==> src/rtl/obm_tx.sv <==
// Output buffer manager: pops packet metadata, reads the packet line-by-line from
// data_cache, forwards it with a header integrity flag and releases the buffer ID.
module obm_tx #(
    parameter int RD_LAT    = 2,
    parameter int MDQ_DEPTH = 4,
    parameter int LINE_W    = 8
) (
    input  logic         clk,
    input  logic         rst_n,
    input  logic [23:0]  in_obm_md,
    input  logic         in_obm_md_wr,
    output logic         out_obm_md_drop,
    output logic         out_obm_rd_req,
    output logic [15:0]  out_obm_rd_addr,
    input  logic [133:0] in_obm_rd_data,
    input  logic         in_obm_alf,
    output logic [133:0] out_obm_data,
    output logic         out_obm_data_wr,
    output logic         out_obm_valid,
    output logic         out_obm_valid_wr,
    output logic [15:0]  out_obm_flow,
    output logic [7:0]   out_obm_free_ID,
    output logic         out_obm_free_ID_wr
);

    localparam int QAW = $clog2(MDQ_DEPTH);

    typedef enum logic [1:0] {IDLE, RD, DRAIN, REL} state_e;

    state_e              state_q, state_d;
    logic [23:0]         mdq_q [MDQ_DEPTH];
    logic [QAW:0]        wptr_q, rptr_q;
    logic                drop_q;
    logic                q_empty, q_full, q_pop, q_push;
    logic [23:0]         q_head;

    logic [7:0]          id_q;
    logic [LINE_W-1:0]   len_q, idx_q, idx_d;
    logic [15:0]         flow_q;
    logic [7:0]          free_id_q;
    logic                free_wr_q;
    logic                req_last;

    logic [RD_LAT-1:0]   tag_req_q, tag_first_q, tag_last_q;
    logic                exit_v, exit_first, exit_last;
    logic [1:0]          exp_hdr;
    logic                hdr_bad, err_seen, err_q;
    logic [133:0]        data_q;
    logic                data_wr_q, valid_q, valid_wr_q;
    logic                pipe_busy;

    assign q_empty = (wptr_q == rptr_q);
    assign q_full  = (wptr_q[QAW] != rptr_q[QAW]) && (wptr_q[QAW-1:0] == rptr_q[QAW-1:0]);
    assign q_head  = mdq_q[rptr_q[QAW-1:0]];
    assign q_pop   = (state_q == IDLE) && !q_empty;
    // A pop in the same cycle frees the slot, so a write to a full queue still lands.
    assign q_push  = in_obm_md_wr && (!q_full || q_pop);

    always_ff @(posedge clk) begin
        if (q_push) begin
            mdq_q[wptr_q[QAW-1:0]] <= in_obm_md;
        end
    end

    always_ff @(posedge clk or negedge rst_n) begin
        if (!rst_n) begin
            wptr_q <= '0;
            rptr_q <= '0;
            drop_q <= 1'b0;
        end else begin
            if (q_push) begin
                wptr_q <= wptr_q + 1'b1;
            end
            if (q_pop) begin
                rptr_q <= rptr_q + 1'b1;
            end
            drop_q <= in_obm_md_wr && q_full && !q_pop;
        end
    end

    assign out_obm_rd_req  = (state_q == RD) && !in_obm_alf;
    assign out_obm_rd_addr = {id_q, idx_q};
    assign req_last        = out_obm_rd_req && (idx_q == len_q - 1'b1);

    // Zero-length packets pass through DRAIN so the release lands two cycles after the pop.
    always_comb begin
        state_d = state_q;
        idx_d   = idx_q;
        unique case (state_q)
            IDLE: begin
                if (!q_empty) begin
                    idx_d   = '0;
                    state_d = (q_head[15:8] != 8'd0) ? RD : DRAIN;
                end
            end
            RD: begin
                if (out_obm_rd_req) begin
                    idx_d = idx_q + 1'b1;
                    if (req_last) begin
                        state_d = DRAIN;
                    end
                end
            end
            DRAIN: begin
                if (!pipe_busy && ((len_q == '0) || valid_wr_q)) begin
                    state_d = REL;
                end
            end
            REL:     state_d = IDLE;
            default: state_d = IDLE;
        endcase
    end

    always_ff @(posedge clk or negedge rst_n) begin
        if (!rst_n) begin
            state_q   <= IDLE;
            idx_q     <= '0;
            id_q      <= '0;
            len_q     <= '0;
            flow_q    <= '0;
            free_id_q <= '0;
            free_wr_q <= 1'b0;
        end else begin
            state_q   <= state_d;
            idx_q     <= idx_d;
            if (q_pop) begin
                id_q   <= q_head[7:0];
                len_q  <= LINE_W'(q_head[15:8]);
                flow_q <= {q_head[23:16], q_head[7:0]};
            end
            free_wr_q <= (state_q == DRAIN) && (state_d == REL);
            if ((state_q == DRAIN) && (state_d == REL)) begin
                free_id_q <= id_q;
            end
        end
    end

    assign pipe_busy  = |tag_req_q;
    assign exit_v     = tag_req_q[RD_LAT-1];
    assign exit_first = exit_v && tag_first_q[RD_LAT-1];
    assign exit_last  = exit_v && tag_last_q[RD_LAT-1];
    assign exp_hdr    = exit_last ? 2'b10 : (exit_first ? 2'b01 : 2'b11);
    assign hdr_bad    = exit_v && (in_obm_rd_data[133:132] != exp_hdr);
    assign err_seen   = (exit_first ? 1'b0 : err_q) | hdr_bad;

    always_ff @(posedge clk or negedge rst_n) begin
        if (!rst_n) begin
            tag_req_q   <= '0;
            tag_first_q <= '0;
            tag_last_q  <= '0;
            data_q      <= '0;
            data_wr_q   <= 1'b0;
            valid_q     <= 1'b0;
            valid_wr_q  <= 1'b0;
            err_q       <= 1'b0;
        end else begin
            tag_req_q[0]   <= out_obm_rd_req;
            tag_first_q[0] <= out_obm_rd_req && (idx_q == '0);
            tag_last_q[0]  <= req_last;
            for (int i = 1; i < RD_LAT; i++) begin
                tag_req_q[i]   <= tag_req_q[i-1];
                tag_first_q[i] <= tag_first_q[i-1];
                tag_last_q[i]  <= tag_last_q[i-1];
            end
            data_wr_q  <= exit_v;
            valid_wr_q <= exit_last;
            valid_q    <= exit_last && !err_seen;
            if (exit_v) begin
                data_q <= in_obm_rd_data;
                err_q  <= err_seen;
            end
        end
    end

    assign out_obm_md_drop    = drop_q;
    assign out_obm_data       = data_q;
    assign out_obm_data_wr    = data_wr_q;
    assign out_obm_valid      = valid_q;
    assign out_obm_valid_wr   = valid_wr_q;
    assign out_obm_flow       = flow_q;
    assign out_obm_free_ID    = free_id_q;
    assign out_obm_free_ID_wr = free_wr_q;

endmodule

==> config.mk <==
export PLATFORM = sky130hd
export DESIGN_NAME = obm_tx
export DESIGN_NICKNAME = d
export VERILOG_FILES = /design/src/rtl/obm_tx.sv
export SDC_FILE = /design/constraint.sdc
export NUM_CORES = 1
export LEC_CHECK = 0
export CAP_MARGIN = 20
export CORE_MARGIN = 1.5
export CORE_UTILIZATION = 57
export DETAILED_ROUTE_END_ITERATION = 10
export DONT_BUFFER_PORTS = 1
export PLACE_DENSITY_LB_ADDON = 0.25
export SYNTH_ARGS = -nofsm -noshare
export SYNTH_HDL_FRONTEND = slang
export SYNTH_SLANG_ARGS = --single-unit
==> constraint.sdc <==
create_clock -name clk -period 2.11 [get_ports clk]
set_clock_uncertainty 0.1 [all_clocks]
set_input_delay 0.5275 -clock clk [delete_from_list [all_inputs] [get_ports clk]]
set_output_delay 0.5275 -clock clk [all_outputs]
set_load 0.03 [all_outputs]
==> results of run 1 <==
==> critical path, stage by stage, from the launching register on <==
cell and delay (ns):
dfrtp_1 0.38, or3b_4 0.40, clkinv_4 0.07, buf_6 0.12
==> repair_timing <==
action	in CTS	in global routing
endpoints found under the setup margin	98	117
cloned	0	0
endpoints found under the hold margin	291	194
setup buffers	4	3
gates resized for setup	6	6
pin swaps	1	1
==> sequential cells by signal (all words and copies together), names as in the netlist <==
signal and flops:
out_obm_data 134, mdq_q 96, out_obm_flow 9, idx_q 8
len_q 8, out_obm_free_ID 8, id_q 7, rptr_q 3
wptr_q 3, state_q 2, tag_first_q 2, tag_last_q 2
tag_req_q 2, err_q 1, out_obm_data_wr 1, out_obm_free_ID_wr 1
out_obm_md_drop 1, out_obm_valid 1, out_obm_valid_wr 1
==> worst paths after layout <==
kind	depth (start not counted)	slack (ns)	end	startpoint
min	0	-0.44	wptr_q[0]	rst_n
max reg2reg	6	0.12	state_q[0]	rptr_q[0]
min reg2reg	0	0.25	tag_first_q[1]	tag_first_q[0]
min in group clk	1	0.02	out_obm_data[115]	in_obm_rd_data[115]
max in group asynchronous	0	1.92	out_obm_flow[12]	rst_n
max	3	-0.04	out_obm_rd_req	state_q[1]
==> cell families after synthesis <==
family,synth area share
buf+inv,0.0181
fa+ha+maj,0.0101
mux,0.216
xor+xnor,0.0189
simple gates,0.0290
flops,0.696
compound gates,0.0123
==> final cells by class <==
class | instances | share of cell area
clock buffer | 36 | 0.0620
antenna | 1 | 0.000194
tap | 260 | 0.0252
inverter | 7 | 0.00242
timing repair buffer | 61 | 0.0464
multi-input combinational | 299 | 0.250
sequential | 290 | 0.599
clock inverter | 17 | 0.0147
==> layer usage <==
metal | global-route usage | vias to the layer above | routed length (um)
met5 | 0 | - | 33
met4 | 0.0814 | 4 | 682
met3 | 0.0708 | 54 | 1900
met2 | 0.410 | 236 | 12700
met1 | 0.280 | 2899 | 8920
li1 | - | 2429 | -
==> placed cells by master, fill, tap and decap left out, drive strengths merged, types with 2 or more instances in the layout <==
cell / instances
a31oi: 2
nor4: 6
dlygate4sd3: 25
nor2b: 3
bufinv: 3
clkinv: 12
buf: 36
nor2: 10
mux4: 24
nand2: 12
xnor2: 8
nor3: 3
nand3b: 2
edfxtp: 96
a21oi: 3
nand3: 2
inv: 7
clkbuf: 36
mux2: 165
dfrtp: 194
ha: 9
o21ai: 8
and3: 4
nand2b: 2
xor2: 16
o2111ai: 2
nor4b: 2
and2: 6
clkinvlp: 2
==> power by group through the flow <==
stage / Sequential [uW] / Combinational [uW] / Clock (uW)
floorplan: 10300 / 3470 / 0
global placement: 10800 / 4060 / 0
detailed placement: 10900 / 4230 / 0
CTS: 10800 / 4370 / 5320
global route: 10900 / 4820 / 5570
finish: 10800 / 4440 / 5230
==> metrics by stage <==
step / std cells / hold WS (ns) / setup TNS, ns / area [um^2] / utilization
detailed placement: 885 / 0.136 / 0 / 11600 / 0.613
CTS: 967 / -0.455 / -0.0502 / 12900 / 0.681
global placement: 885 / 0.137 / 0 / 11600 / 0.613
floorplan: 630 / 0.132 / 0 / 11100 / -
finish: 971 / -0.436 / -0.0429 / 12900 / 0.684
global route: 971 / -0.456 / -0.0862 / 12900 / 0.684
==> flow_metrics.env, run 1 <==
export IMPL_ys_top_cells_by_area="dfrtp_1 (44%), edfxtp_1 (26%), mux2_2 (17%)"
export IMPL_clk_pin_slew_worst_paths_ns=0.06
export IMPL_status="complete, but fails checks"
export IMPL_grt_pass1_wl_mm=36.1
export IMPL_multiInputGateArea_mm2=0.00324
export IMPL_fin_ws_ns=-0.0429
export IMPL_die_h_um=143
export IMPL_wl_per_cell_um=24.9
export IMPL_p_seq_frac=0.527
export IMPL_start_util=0.589
export IMPL_htreeDepth=1
export IMPL_clock_latency_ns=0.56
export IMPL_endpoint_kind="output pin"
export IMPL_synth_cells=630
export IMPL_ctsHoldBuffers=25
export IMPL_grt_pass1_vias=6039
export IMPL_cts_buffer_depth=3
export IMPL_final_layout_size_suffix_gt1_frac=0.413
export IMPL_yosys_area_top_type_share=0.437
export IMPL_worst_pin_slew_ns=0.785
export IMPL_io_pin_count=342
export IMPL_post_route_min_period_ns=2.15
export IMPL_ant_nets=0
export IMPL_path_max_fanout=2
export IMPL_hold_viol_final=194
export IMPL_grt_antenna_before_repair=3
export IMPL_area_delta_synth_final_pct=16.3
export IMPL_synth_edf_count=96
export IMPL_grt_setup_unrepaired="true"
export IMPL_grt_usage=0.236
export IMPL_firstDrtPassIters=4
export IMPL_p_sw_uw=7500
export IMPL_io_buffers=0
export IMPL_fp_dieW_um=143
export IMPL_worstSetupPathType="flop to output pin"
export IMPL_synth_most_common_cell="dfrtp_1"
export IMPL_violations="hold timing, setup timing"
export IMPL_hp_class="primary input to async pin"
export IMPL_crit_path_start_kind="flop"
export IMPL_drc=0
export IMPL_syn_nets=801
export IMPL_synthDistinctLibCells=40
export IMPL_worstPathRequired_ns=1.48
export IMPL_nets=859
export IMPL_seqCellArea_mm2=0.00774
export IMPL_synthArstFlopShare=0.669
export IMPL_die_area_mm2=0.0204
export IMPL_power_uw=20400
export IMPL_cts_tree="yes"
export IMPL_syn_area_per_cell_um2=17.6
export IMPL_fillers=1249
export IMPL_grt_overflow=0
export IMPL_p_clk_frac=0.256
export IMPL_drv_cap=0
export IMPL_seq_area_frac_synth=0.696
export IMPL_root_buffer="clkbuf_16"
export IMPL_avgViaCountPerCell=5.79
export IMPL_total_leakage_power_uw=0.00515
export IMPL_synth_common_cells="dfrtp_1 (194), mux2_2 (165), edfxtp_1 (96), mux4_2 (24), clkbuf_1 (19)"
export IMPL_slew_headroom=0.477
export IMPL_gp_congestion=0.833
export IMPL_place_detailed_hpwl_mm=16.7
export IMPL_synth_seq_cells=290
export IMPL_netlist_area_mm2=0.0111
export IMPL_setup_violations=1
export IMPL_hold_slack_ns=-0.436
export IMPL_p_sw_frac=0.367
export IMPL_peakVddDrop_mv=1.03
export IMPL_synth_flop_cell="dfrtp_1"
export IMPL_fin_crit_sh=1.02
export IMPL_arrival_ns=1.53
export IMPL_timing_fmax_ghz=0.464
export IMPL_p_int_uw=12900
export IMPL_wl_mm=24.2
export IMPL_grt_max_degree=195
export IMPL_p_per_area_mw_per_mm2=1580
export IMPL_yosys_area_top_type="dfrtp_1"
export IMPL_pre_cts_slack_ns=0.0194
export IMPL_vias=5622
export IMPL_ys_warn_count=0
export IMPL_p_comb_frac=0.217
export IMPL_maxSlewViolCount=0
export IMPL_rows=50
export IMPL_cts_buffers=29
export IMPL_core_area_mm2=0.0189
export IMPL_cts_sinks=290
export IMPL_drt_iter0_markers=243
No activity file was read; power rests on OpenSTA's default activity.
==> run 2: changes to the inputs <==
--- a/config.mk
+++ b/config.mk
@@ -6,7 +6,6 @@
 export NUM_CORES = 1
 export LEC_CHECK = 0
 export CAP_MARGIN = 20
-export CORE_MARGIN = 1.5
 export CORE_UTILIZATION = 57
 export DETAILED_ROUTE_END_ITERATION = 10
 export DONT_BUFFER_PORTS = 1
==> run 2 against run 1 <==
The run still ends with hold timing, setup timing left. Clock power down 9.0%. Via count up 1.1%. Clock-buffer cell count down 4. Sequential cell count unchanged. Hold slack better by 0.025 ns. Cell count unchanged. Fmax down 0.65%. Routed wire length up 0.45%. Final area down 1.0%. Critical path type unchanged. Highest routed layer unchanged.
==> flow_metrics.env, run 2 (synthesis gave the netlist of run 1 again) <==
export IMPL_violations="hold timing, setup timing"
export IMPL_peakVddDrop_mv=0.846
export IMPL_firstDrtPassIters=4
export IMPL_drc=0
export IMPL_cts_tree="yes"
export IMPL_cts_buffers=28
export IMPL_fin_ws_ns=-0.0569
export IMPL_grt_pass1_wl_mm=35.3
export IMPL_seqCellArea_mm2=0.00774
export IMPL_worstPathRequired_ns=1.48
export IMPL_rows=50
export IMPL_nets=859
export IMPL_reg2reg_from="rptr_q[0]"
export IMPL_crit_path_start_kind="flop"
export IMPL_grt_setup_unrepaired="true"
export IMPL_status="complete, but fails checks"
export IMPL_grt_max_degree=195
export IMPL_grt_overflow=0
export IMPL_core_area_mm2=0.0189
export IMPL_drv_cap=0
export IMPL_start_util=0.589
export IMPL_final_layout_size_suffix_gt1_frac=0.400
export IMPL_vias=5682
export IMPL_root_buffer="clkbuf_16"
export IMPL_timing_fmax_ghz=0.461
export IMPL_drt_iter0_markers=255
export IMPL_p_per_area_mw_per_mm2=1560
export IMPL_arrival_ns=1.54
export IMPL_grt_usage=0.237
export IMPL_ctsHoldBuffers=24
export IMPL_p_sw_frac=0.370
export IMPL_area_delta_synth_final_pct=15.1
export IMPL_clock_latency_ns=0.53
export IMPL_cts_buffer_depth=3
export IMPL_design_area_mm2=0.0128
export IMPL_final_common_cell="dfrtp_1"
export IMPL_htreeDepth=1
export IMPL_cts_sinks=290
export IMPL_fillers=1253
export IMPL_layout_common_cells="dfrtp_1 (192), mux2_2 (165), edfxtp_1 (96)"
export IMPL_worstSetupPathType="flop to output pin"
export IMPL_path_max_fanout=4
export IMPL_rr_worst_depth=8
export IMPL_p_comb_frac=0.224
export IMPL_grt_pass1_vias=6085
export IMPL_worst_pin_slew_ns=0.762
export IMPL_p_int_uw=12600
export IMPL_place_detailed_hpwl_mm=16.4
export IMPL_rr_endpoint="state_q[0]"
export IMPL_hp_class="primary input to async pin"
export IMPL_post_route_min_period_ns=2.17
export IMPL_fin_util=0.677
export IMPL_rrSetupSlack_ns=0.08
export IMPL_grt_antenna_before_repair=2
export IMPL_io_buffers=0
export IMPL_wl_per_cell_um=25.1
export IMPL_die_h_um=142
export IMPL_hold_slack_ns=-0.411
export IMPL_p_clk_frac=0.238
export IMPL_fp_dieW_um=142
export IMPL_total_leakage_power_uw=0.00509
export IMPL_placed_area_mm2=0.0116
export IMPL_avgViaCountPerCell=5.85
export IMPL_die_area_mm2=0.0201
export IMPL_io_pin_count=342
export IMPL_gp_congestion=0.812
export IMPL_clk_pin_slew_worst_paths_ns=0.06
export IMPL_slew_headroom=0.492
export IMPL_hold_viol_final=194
export IMPL_p_sw_uw=7390
export IMPL_maxSlewViolCount=0
export IMPL_multiInputGateArea_mm2=0.00323
export IMPL_largest_register_ffs=134
export IMPL_endpoint_kind="output pin"
export IMPL_fin_crit_sh=1.03
export IMPL_setup_violations=1
export IMPL_wl_mm=24.3
export IMPL_ant_nets=0
export IMPL_p_seq_frac=0.538
## run 2: cell types whose count changed in the layout (fill, tap and decap cells not counted), moves of 2 or more
cell	previous run	this run
clkinvlp_4	2	0
and2_2	4	1
and2_4	0	5
clkbuf_8	5	0
clkinv_1	1	8
## run 2: timing repair
action / in CTS / in global routing
endpoints found under the setup margin: 99 / 29
gates cloned: 0 / 2
gates resized for setup: 7 / 5
setup buffers: 3 / 5
hold endpoints to repair: 290 / 194
pin swaps: 1 / 2
## run 2: layout make-up
class | instances | share of cell area
sequential | 290 | 0.605
multi-input combinational | 301 | 0.252
clock buffer | 32 | 0.0576
timing repair buffer | 60 | 0.0458
tap | 260 | 0.0254
clock inverter | 20 | 0.0112
inverter | 7 | 0.00244
antenna | 1 | 0.000196
## run 2: worst max-delay path, stage by stage, from the launching register on
cell	delay (ns)
dfrtp_1	0.38
or3b_4	0.43
clkinv_4	0.09
buf_12	0.12
## run 2: routing by layer
metal,vias to the layer above,GRT usage,routed length (um)
met4,2,0.105,1020
met5,-,0,11
met3,65,0.0645,1760
li1,2438,-,-
met1,2917,0.275,8940
met2,260,0.413,12600
## run 2: worst max-delay path by stage
stage / start / to / slack (ns) / depth (start not counted)
3_3_place_gp: rptr_q[0] / mdq_q[3][21] / -0.1 / 4
5_1_grt: state_q[0] / out_obm_rd_req / -0.11 / 3
6_report: state_q[0] / out_obm_rd_req / -0.06 / 3
3_5_place_dp: rptr_q[0] / mdq_q[3][21] / -0.19 / 4
4_1_cts: state_q[1] / out_obm_rd_req / -0.1 / 3
2_1_floorplan: rptr_q[1] / out_obm_flow[10] / 0.09 / 5
## run 2: per-stage QoR
| stage | cells | TNS, ns | total power (uW) | setup WS (ns) |
|---|---|---|---|---|
| final | 971 | -0.0569 | 20000 | -0.0569 |
| after global routing | 970 | -0.156 | 20800 | -0.106 |
| after CTS | 963 | -0.0954 | 20000 | -0.0954 |
| after detailed placement | 884 | -15.59 | 15100 | -0.190 |
| after global placement | 884 | -7.70 | 14800 | -0.0960 |
| after floorplan | 630 | 0 | 13800 | 0.0950 |
## run 2: power groups by stage
stage	clock network, uW	registers, uW	logic [uW]
after global placement	0	10800	4000
final	4760	10800	4470
after CTS	4850	10800	4400
after floorplan	0	10300	3470
after detailed placement	0	10900	4170
after global routing	5060	10900	4850
